--- config.mk ---
export PLATFORM = sky130hd
export DESIGN_NAME = fetch_predict_unit
export DESIGN_NICKNAME = d
export VERILOG_FILES = /design/src/rtl/fetch_predict_unit.sv
export SDC_FILE = /design/constraint.sdc
export NUM_CORES = 1
export LEC_CHECK = 0
export ABC_AREA = 1
export BUFFER_PORTS_ARGS = -buffer_cell sky130_fd_sc_hd__buf_2
export CAP_MARGIN = 20
export CORE_ASPECT_RATIO = 0.9
export CORE_UTILIZATION = 60
export CTS_CLUSTER_SIZE = 12
export DETAILED_ROUTE_END_ITERATION = 10
export PLACE_DENSITY_LB_ADDON = 0.12
export SLEW_MARGIN = 0
export SYNTH_ARGS = -nofsm -noshare
export SYNTH_HDL_FRONTEND = slang
export SYNTH_SLANG_ARGS = --single-unit
--- constraint.sdc ---
create_clock -name CLK -period 15.66 [get_ports CLK]
set_input_delay 0.783 -clock CLK [delete_from_list [all_inputs] [get_ports CLK]]
set_output_delay 0.783 -clock CLK [all_outputs]
set_load 0.01 [all_outputs]
--- src/rtl/fetch_predict_unit.sv ---
// Fetch PC generator with an in-order prediction queue; resolves predictions at EX,
// redirects/flushes on mispredict and issues the registered predictor update.
module fetch_predict_unit #(
   parameter int unsigned DEPTH    = 4,
   parameter logic [31:0] RESET_PC = 32'h0000_0000
) (
   input  logic        CLK,
   input  logic        RST,
   input  logic        ihit,
   input  logic        stall,
   output logic [31:0] pc,
   input  logic        pred_taken,
   input  logic [31:0] pred_target,
   output logic        fetch_valid,
   input  logic        res_valid,
   input  logic        res_is_branch,
   input  logic        res_taken,
   input  logic [31:0] res_target,
   output logic        flush,
   output logic        btb_wen,
   output logic [31:0] btb_wpc,
   output logic        btb_wtaken,
   output logic [31:0] btb_wtarget,
   output logic [15:0] br_count,
   output logic [15:0] mp_count,
   output logic        q_err
);

   localparam int unsigned AW = $clog2(DEPTH);
   localparam int unsigned CW = AW + 1;

   typedef struct packed {
      logic [31:0] pc;
      logic        taken;
      logic [31:0] target;
   } entry_t;

   entry_t        q_mem [DEPTH];
   logic [AW-1:0] wr_ptr_q, wr_ptr_d, rd_ptr_q, rd_ptr_d;
   logic [CW-1:0] count_q, count_d;
   logic [31:0]   pc_q, pc_d;
   logic          flush_q, flush_d;
   logic          btb_wen_q, btb_wen_d;
   logic [31:0]   btb_wpc_q, btb_wpc_d;
   logic          btb_wtaken_q, btb_wtaken_d;
   logic [31:0]   btb_wtarget_q, btb_wtarget_d;
   logic [15:0]   br_count_q, br_count_d;
   logic [15:0]   mp_count_q, mp_count_d;
   logic          q_err_q, q_err_d;

   entry_t      head;
   logic        q_full, q_empty, res_fire, mispredict, push, pop, upd;
   logic [31:0] correct_pc;

   // Resolution against the queue head
   always_comb begin
      q_full     = (count_q == CW'(DEPTH));
      q_empty    = (count_q == '0);
      head       = q_mem[rd_ptr_q];
      res_fire   = res_valid & ~q_empty;
      mispredict = res_fire & (
                     (res_is_branch & (res_taken != head.taken)) |
                     (res_is_branch & res_taken & head.taken & (res_target != head.target)) |
                     (~res_is_branch & head.taken));
      correct_pc = (res_is_branch & res_taken) ? res_target : head.pc + 32'd4;
      upd        = res_fire & res_is_branch;
      push       = ihit & ~stall & ~q_full & ~mispredict;
      pop        = res_fire & ~mispredict;
   end

   assign fetch_valid = push;

   always_comb begin
      pc_d          = pc_q;
      wr_ptr_d      = wr_ptr_q;
      rd_ptr_d      = rd_ptr_q;
      count_d       = count_q;
      flush_d       = mispredict;
      btb_wen_d     = upd;
      btb_wpc_d     = btb_wpc_q;
      btb_wtaken_d  = btb_wtaken_q;
      btb_wtarget_d = btb_wtarget_q;
      br_count_d    = br_count_q;
      mp_count_d    = mp_count_q;
      q_err_d       = q_err_q | (res_valid & q_empty);

      if (mispredict) begin
         pc_d     = correct_pc;
         wr_ptr_d = '0;
         rd_ptr_d = '0;
         count_d  = '0;
      end else begin
         if (push) begin
            pc_d     = pred_taken ? pred_target : pc_q + 32'd4;
            wr_ptr_d = wr_ptr_q + AW'(1);
         end
         if (pop) rd_ptr_d = rd_ptr_q + AW'(1);
         count_d = count_q + CW'(push) - CW'(pop);
      end

      if (upd) begin
         btb_wpc_d     = head.pc;
         btb_wtaken_d  = res_taken;
         btb_wtarget_d = res_target;
         if (br_count_q != 16'hFFFF) br_count_d = br_count_q + 16'd1;
      end
      if (mispredict && mp_count_q != 16'hFFFF) mp_count_d = mp_count_q + 16'd1;
   end

   always_ff @(posedge CLK or posedge RST) begin
      if (RST) begin
         pc_q          <= RESET_PC;
         wr_ptr_q      <= '0;
         rd_ptr_q      <= '0;
         count_q       <= '0;
         flush_q       <= 1'b0;
         btb_wen_q     <= 1'b0;
         btb_wpc_q     <= '0;
         btb_wtaken_q  <= 1'b0;
         btb_wtarget_q <= '0;
         br_count_q    <= '0;
         mp_count_q    <= '0;
         q_err_q       <= 1'b0;
      end else begin
         pc_q          <= pc_d;
         wr_ptr_q      <= wr_ptr_d;
         rd_ptr_q      <= rd_ptr_d;
         count_q       <= count_d;
         flush_q       <= flush_d;
         btb_wen_q     <= btb_wen_d;
         btb_wpc_q     <= btb_wpc_d;
         btb_wtaken_q  <= btb_wtaken_d;
         btb_wtarget_q <= btb_wtarget_d;
         br_count_q    <= br_count_d;
         mp_count_q    <= mp_count_d;
         q_err_q       <= q_err_d;
      end
   end

   // Entry storage is only read when count says it holds valid data
   always_ff @(posedge CLK) begin
      if (push) q_mem[wr_ptr_q] <= '{pc: pc_q, taken: pred_taken, target: pred_target};
   end

   assign pc          = pc_q;
   assign flush       = flush_q;
   assign btb_wen     = btb_wen_q;
   assign btb_wpc     = btb_wpc_q;
   assign btb_wtaken  = btb_wtaken_q;
   assign btb_wtarget = btb_wtarget_q;
   assign br_count    = br_count_q;
   assign mp_count    = mp_count_q;
   assign q_err       = q_err_q;

endmodule
[Word-level counts from Yosys, hierarchy flattened]
Memories as Yosys holds them, arrays and structs flattened.
Cells that the tools add are included.
Widths: inputs -> output; s select.
Cells by class
  add/sub/neg operators: 8
  equality and inequality tests: 5
  mux-type cells: 11
  bitwise gates (word level): 21
  reduce and logical (&&, ||, !) cells: 5
Operator list (number)
  $mux 32: 4
  $add 32x3->32 const B: 2
  $add 16x1->16 const B: 2
  $ne 16x16->1 const B: 2
  $ne 32x32->1: 1
  $and 1x1->1: 13
  $mux 2: 4
  $not 1->1: 5
  $add 2x1->2 const B: 2
  $reduce_bool 2->1: 2
  $add 3x1->3: 1
  $eq 3x3->1 const B: 1
  $logic_not 3->1: 1
  $mux 3: 1
  $or 1x1->1: 3
  $sub 3x1->3: 1
  $mux 1: 2
  $reduce_and 2->1: 1
  $logic_and 1x1->1: 1
  $ne 1x1->1: 1
Storage, ports and cells
  register bits after elaboration: 139
  memory bits (writable): 260
  output and inout bits: 133
  word-level logic and storage cells: 63
  memories: 1
Memories
  q_mem: depth 4, width 65, read ports 1, clocked after memory_dff 0, write ports 1, line 38  | entry_t q_mem [DEPTH];

[Longest topological paths before layout]
Gate-level depths: netlist (run 1).
  word-level depth: 11
  mapped depth: 23

[Worst setup path after synthesis (run 1)]
OpenSTA, ideal clock, no wires.
  kind: input port to flip-flop
  start: input res_is_branch
  end: memory q_mem[0][0] (netlist name) (enable)
  setup time: 0.489 ns
  arrival time: 4.547 ns
  required time: 15.171 ns
  setup slack: 10.625 ns
  stages: 12
  path buffers: 0
  path through: nand2_1 > clkinv_1 > nand3_1 > nor2_1 > nand2_1 > nor2_1 > nand2_1 > nor2_1 > nand3_1 > nand3_2 > nand2_1 > nor2_1
Between the ends
  cells in the longest elaborated chain, start to end: 10
  elaborated cells between the ends (all ways): 13
  those cells by class: mux (2); bitwise (11)
RTL lines
  start, declared: line 16  | input logic res_is_branch,
  $and 1x1->1 (3 in series): line 63  | (res_is_branch & res_taken & head.taken & (res_target != head.target)) |
  $or 1x1->1: line 62  | (res_is_branch & (res_taken != head.taken)) |
  $or 1x1->1 *: line 63
  $and 1x1->1 *: line 61  | mispredict = res_fire & (
  $not 1->1 *: line 67  | push = ihit & ~stall & ~q_full & ~mispredict;
  $and 1x1->1 *: line 67
  $mux 1 *: line 142  | if (push) q_mem[wr_ptr_q] <= '{pc: pc_q, taken: pred_taken, target: pred_target};
  $mux 1 (not written as such) *: line 142
  end, declared: line 38
Mark *: on every way between the ends. The rest lies on a longest branch, timed or not.

[Worst setup path after layout (run 1)]
  start: register rd_ptr_q[0]
  end: memory q_mem[2][1] (netlist name) (enable)
Between the ends
  cells in the longest elaborated chain, start to end: 10
  elaborated cells between the ends (all ways): 14
  those cells by class: eq/ne (2); mux (2); bitwise (9); memory (1)
RTL lines
  start, declared: line 39  | logic [AW-1:0] wr_ptr_q, wr_ptr_d, rd_ptr_q, rd_ptr_d;
  start signal, assigned: line 127  | rd_ptr_q <= rd_ptr_d;
  $mem_v2 4x65 *
  $ne 32x32->1 (tied with other cells): line 63
  $and 1x1->1 (on tied branches): line 63, 62
  $or 1x1->1: line 62
  $or 1x1->1 *: line 63
  $and 1x1->1 *: line 61
  $not 1->1 *: line 67
  $and 1x1->1 *: line 67
  $mux 1 *: line 142
  $mux 1 (not written as such) *: line 142
Marks and branches as above.

==> out/results.ini, run 1 <==
[status]
status = finished with violations
violations = design-rule violations

[timing]
fin_crit_ns = 5.50
clock-skew-final_ns = 0.0258
setup_violations = 0
setup_ws_ns = 10.16
slew_viol_final = 0
hold_viol = 0
maxSlewHeadroom_pct = 23.9
finalCritPeriodShare_pct = 35.1
setup_tns_ns = 0
clock.fmax_mhz = 182
rsz0062_at_grt = false
tightestPinTransition_ns = 1.14

[drt]
drt_pass1_iterations = 9
drt_iter0_markers = 1654
routedWlPerCell_um = 20.9
num_vias = 15400
wl_mm = 55.1
route.detailed.drc = 1
ant_nets = 0
vias_per_cell = 5.85

[global_routing]
overflow = 0
met3_usage_pct = 6.18
grt_max_degree = 77
grt_use_total_pct = 34.5
grt_pass1_vias = 14300
grt_antenna_before_repair = 0
use_met1_pct = 50.4
busiest_layer = met2
use_met2_pct = 52.1
grt_pass1_wl_mm = 83.0

[logic_synthesis]
yosysUniqueCellTypes = 39
avgSynthCellArea_um2 = 9.29
synth_seq_area_share_pct = 60.2
ys_warn_count = 0
synth_cells = 2017
netlist_area_um2 = 18700
syn_nets = 2100
synth_seq_cells = 399

[die]
ios = 205
initial_utilization_pct = 60.8
die_h_um = 170
die_w_um = 188
die_area_um2 = 31900
core_area_um2 = 30800
floorplan.rows = 61

[power_and_ir_drop]
p_per_area_nw_per_um2 = 184
finalPower_mw = 3.91
p_leak_nw = 9.35
peakVddDrop_mv = 0.117

[cts]
cts_tree = built
post_cts_buffers = 0
cts_buffer_depth = 3
root_buffer = clkbuf_16
ctsHoldBuffers = 0
cts.sinks = 399
cts_resized = 0
htreeDepth = 2
clk_latency_ns = 0.56
path_clk_slew_ns = 0.06
numCtsBuffers = 41

[cells_and_area]
fin_util_pct = 69.0
diodes = 0
num-nets-final = 2275
regArea_um2 = 11300
syn_to_final_growth_pct = 13.6
drive_above_1_share_pct = 13.8
nFillCells = 2442
multi_input_area_um2 = 6540
fin_area_um2 = 21300

[placement]
detailedPlacementHpwl_mm = 37.1
placed_cell_area_um2 = 20000
pre_cts_ws_ns = 10.17
io_buffers = 204
globalplace.congestion = 0.983

[critical_path]
cp-end-kind = flop
criticalPathCategory = reg -> reg
crit_fanout = 71
startpoint_type = flop
cp_data_required_time_ns = 15.84
cp_data_arrival_time_ns = 5.68

[job]
maxCapViolCount = 0

[worst_hold_path]
hold_path.class = in -> async

[cells in the final DEF (no fill, tap or decap), drive strengths merged, types with 21 or more instances in the layout]
| master | instances |
|---|---|
| inv | 130 |
| nor3 | 27 |
| edfxtp | 260 |
| o21ai | 112 |
| nor2 | 138 |
| nand2 | 671 |
| clkbuf | 68 |
| dfrtp | 139 |
| nand3 | 300 |
| xor2 | 46 |
| xnor2 | 21 |
| buf | 221 |
[power by group]
| group | internal [mW] | switching, mW | total (mW) |
|---|---|---|---|
| Clock | 0.535 | 0.396 | 0.931 |
| Combinational | 0.425 | 0.929 | 1.35 |
| Sequential | 1.37 | 0.253 | 1.63 |
| Total | 2.33 | 1.58 | 3.91 |
[flip-flops by register name, summed over array words and instances (netlist names), 2 cells and up]
| register | count |
|---|---|
| br_count | 16 |
| btb_wpc | 32 |
| btb_wtarget | 32 |
| count_q | 3 |
| mp_count | 16 |
| pc | 32 |
| q_mem | 260 |
| rd_ptr_q | 2 |
| wr_ptr_q | 2 |
[worst paths after layout]
check | endpoint | slack, ns | startpoint | cells after the start
max reg2reg | q_mem[2][1] | 10.16 | rd_ptr_q[0] | 17
max in group asynchronous | btb_wtarget[13] | 13.90 | RST | 3
max | q_mem[2][1] | 10.16 | rd_ptr_q[0] | 17
min reg2reg | btb_wtarget[4] | 0.48 | btb_wtarget[4] | 2
min | pc[0] | 0.34 | RST | 2
min in group CLK | q_mem[0][16] | 0.47 | pred_target[16] | 1
[synth_stat cells, drive strengths merged]
cell type | n | area share (%)
a31oi | 9 | 0.30
and3 | 2 | 0.067
o22ai | 3 | 0.10
fa | 1 | 0.11
a21oi | 15 | 0.40
nand2 | 671 | 14
a311oi | 1 | 0.047
or2 | 6 | 0.20
nand4 | 20 | 0.67
nand3b | 6 | 0.24
a31o | 1 | 0.047
ha | 10 | 0.67
xnor2 | 21 | 0.98
nor3 | 27 | 0.80
clkinv | 1 | 0.020
edfxtp | 260 | 42
nand3 | 300 | 8.1
xor2 | 46 | 2.1
dfrtp | 139 | 19
clkbuf | 34 | 0.68
nor4 | 8 | 0.27
buf | 55 | 1.9
a32oi | 1 | 0.047
o21ai | 112 | 3.0
nor2 | 138 | 2.9
inv | 129 | 2.6
o2bb2ai | 1 | 0.047
[layout make-up]
cell class,count,area share (%)
Multi-Input combinational cell,1399,30.7
Clock buffer,68,5.59
Sequential cell,399,53.0
Timing Repair Buffer,221,5.64
Tap cell,409,2.40
Inverter,130,2.33
Clock inverter,7,0.300
[through the flow]
stage | hold WS [ns] | std cells
6_report | 0.337 | 2633
4_1_cts | 0.357 | 2631
3_3_place_gp | 0.459 | 2555
2_1_floorplan | 0.512 | 2017
5_1_grt | 0.396 | 2633
3_5_place_dp | 0.464 | 2556
[worst max-delay path, cell delays in order, from the launching register on]
cell     delay, ns
dfrtp_4       0.70
inv_4         0.58
buf_4         0.71
nand2_1       0.11
nand3_1       0.13
nand2_1       0.08
nand2_1       0.06
nand2_1       0.04
inv_1         0.05
nand2_1       0.04
nor2_1        0.12
nand2_1       0.07
nor2_1        0.15
nand3_1       0.25
nand3_2       0.13
nand2_1       0.25
nor2_4        0.80
buf_4         0.66
[kinds of logic (layout without fill, tap and decap cells)]
group / after synthesis / after routing / share of synthesized area, %
buffers and inverters: 219 / 426 / 5.19
AOI/OAI and AO/OA: 143 / 143 / 3.98
and+or+nand+nor: 1178 / 1178 / 26.7
adders and majority gates: 11 / 11 / 0.774
xor gates and xnor gates: 67 / 67 / 3.13
DFF: 399 / 399 / 60.2
[per-layer routing]
layer  vias to the layer above  part of all wire [%]
met4                         2                   3.1
met3                       106                    10
met2                       867                    45
met5                         -                  0.17
met1                      7332                    42
li1                       7093                     -
Power figures use the tool's default switching activity.
==> run 2: changes to the inputs <==
Settings changed: CORE_UTILIZATION 60 to 53.
Clock period 15.66 ns to 4.95 ns, I/O delays scaled along.
==> run 2 against run 1 <==
Die area rose by 13%. Register-to-register slack got worse by 9.3 ns. First-iteration DRC count fell by 6.5%. Clock skew fell by 0.0058 ns. Highest routed layer is now met4. Utilization fell by 5.6 points. The run now ends clean.
==> out/results.ini, run 2 (same netlist as run 1, synthesis figures left out) <==
[status]
status = finished clean

[critical_path]
cp-end-kind = flop
cp_data_required_time_ns = 5.43
reg2reg_depth = 17
startpoint_type = flop
criticalPathCategory = reg -> reg
cp_data_arrival_time_ns = 4.60
crit_fanout = 70

[timing]
setup_ws_ns = 0.829
slew_viol_final = 0
timing.hold.ws_ns = 0.0200
setup_tns_ns = 0
clock-skew-final_ns = 0.0199
tightestPinTransition_ns = 0.900
setup_violations = 0
fin_crit_ns = 4.12
finalCritPeriodShare_pct = 83.3
rsz0062_at_grt = false
maxSlewHeadroom_pct = 40.0
hold_viol = 0
clock.fmax_mhz = 243

[power_and_ir_drop]
p_leak_nw = 9.55
finalPower_mw = 12.4
p_per_area_nw_per_um2 = 569
peakVddDrop_mv = 0.338

[global_routing]
grt_antenna_before_repair = 1
grt_use_total_pct = 31.1
overflow = 0
grt_max_degree = 102
grt_pass1_wl_mm = 86.0
grt_pass1_vias = 14400

[placement]
io_buffers = 204
detailedPlacementHpwl_mm = 37.7
pre_cts_ws_ns = 0.863
globalplace.congestion = 0.989

[cells_and_area]
largest_reg_flops = 260
final_common_cell = nand2_1
syn_to_final_growth_pct = 16.5
num-nets-final = 2318
nFillCells = 2919
regMostFlops = q_mem
mostFrequentLayoutCells = nand2_1, nand3_1, edfxtp_1
drive_above_1_share_pct = 13.9

[drt]
drt_pass1_iterations = 5
route.detailed.drc = 0
vias_per_cell = 5.64
num_vias = 15400
wl_mm = 55.7
routedWlPerCell_um = 20.4
ant_nets = 0
drt_iter0_markers = 1546

[cts]
cts_tree = built
htreeDepth = 2
numCtsBuffers = 42
cts.sinks = 399
path_clk_slew_ns = 0.06
root_buffer = clkbuf_16
clk_latency_ns = 0.55
cts_resized = 0
cts_buffer_depth = 3

[worst_hold_path]
hold_path.class = in -> reg
hold_depth = 1

[job]
maxCapViolCount = 0

[die]
floorplan.rows = 64
core_area_um2 = 34400
die_area_um2 = 36100
ios = 205
die_w_um = 200
die_h_um = 180
initial_utilization_pct = 54.4

## run 2: cell types whose count changed in the layout (fill, tap and decap cells not counted), sizes merged
cell	before	now
clkinv	6	9
dlygate4sd3	0	34
clkbuf	68	64
diode	0	1
buf	221	229
inv	130	131
## run 2: metrics by stage
| step | cells | util (%) | area (um^2) |
|---|---|---|---|
| final | 2729 | 63.4 | 21800 |
| after global routing | 2729 | 63.4 | 21800 |
| after CTS | 2726 | 63.3 | 21800 |
| after detailed placement | 2617 | 58.6 | 20200 |
| after global placement | 2617 | 58.6 | 20200 |
| after floorplan | 2017 | - | 18700 |
## run 2: routing by layer
layer	global-route usage, %	wire (um)
met1	46.8	24300
met2	47.8	24900
met5	0	0
met4	8.31	1450
met3	3.96	4980
## run 2: repair_timing
action,4_1_cts,5_1_grt
buffers inserted,0,0
hold buffers,34,0
endpoints found under the setup margin,0,0
hold endpoints to repair,187,0
## run 2: worst paths after layout
kind,startpoint,endpoint,slack [ns]
max,rd_ptr_q[0],mp_count[14],0.83
min,pred_target[1],q_mem[3][1],0.02
max reg2reg,rd_ptr_q[0],mp_count[14],0.83
min reg2reg,btb_wtarget[21],btb_wtarget[21],0.48
max in group asynchronous,RST,btb_wpc[14],4.04
min in group asynchronous,RST,flush,0.17
## run 2: cell type report
| cell class | instances | area (um^2) | area share [%] |
|---|---|---|---|
| well taps | 462 | 578 | 2.65 |
| repair buffers | 263 | 1680 | 7.68 |
| clock inverters | 11 | 83.8 | 0.384 |
| flip-flops and latches | 399 | 11300 | 51.7 |
| inverters | 130 | 495 | 2.27 |
| diodes | 1 | 2.50 | 0.0115 |
| multi-input cells | 1399 | 6540 | 29.9 |
| clock buffers | 64 | 1170 | 5.38 |
## run 2: power breakdown
part,switching (mW),total [mW],internal [mW]
clock,1.26,2.95,1.69
sequential,0.729,5.07,4.34
combinational,3.00,4.39,1.39
total,5.00,12.4,7.42
## run 2: worst max-delay path: stages, from the launching register on
cell and delay (ns):
dfrtp_4 0.68, inv_4 0.63, nand2_1 0.11, nand3_1 0.12, nand3_1 0.09, nor2_1 0.24, nand2_1 0.09, nor2_1 0.10
nand2_1 0.06, nor2_1 0.21, nand3_1 0.23, nand3_2 0.12, buf_4 0.57, inv_2 0.07, buf_4 0.24, nand2_2 0.28
nand2_1 0.09, nand2_1 0.08
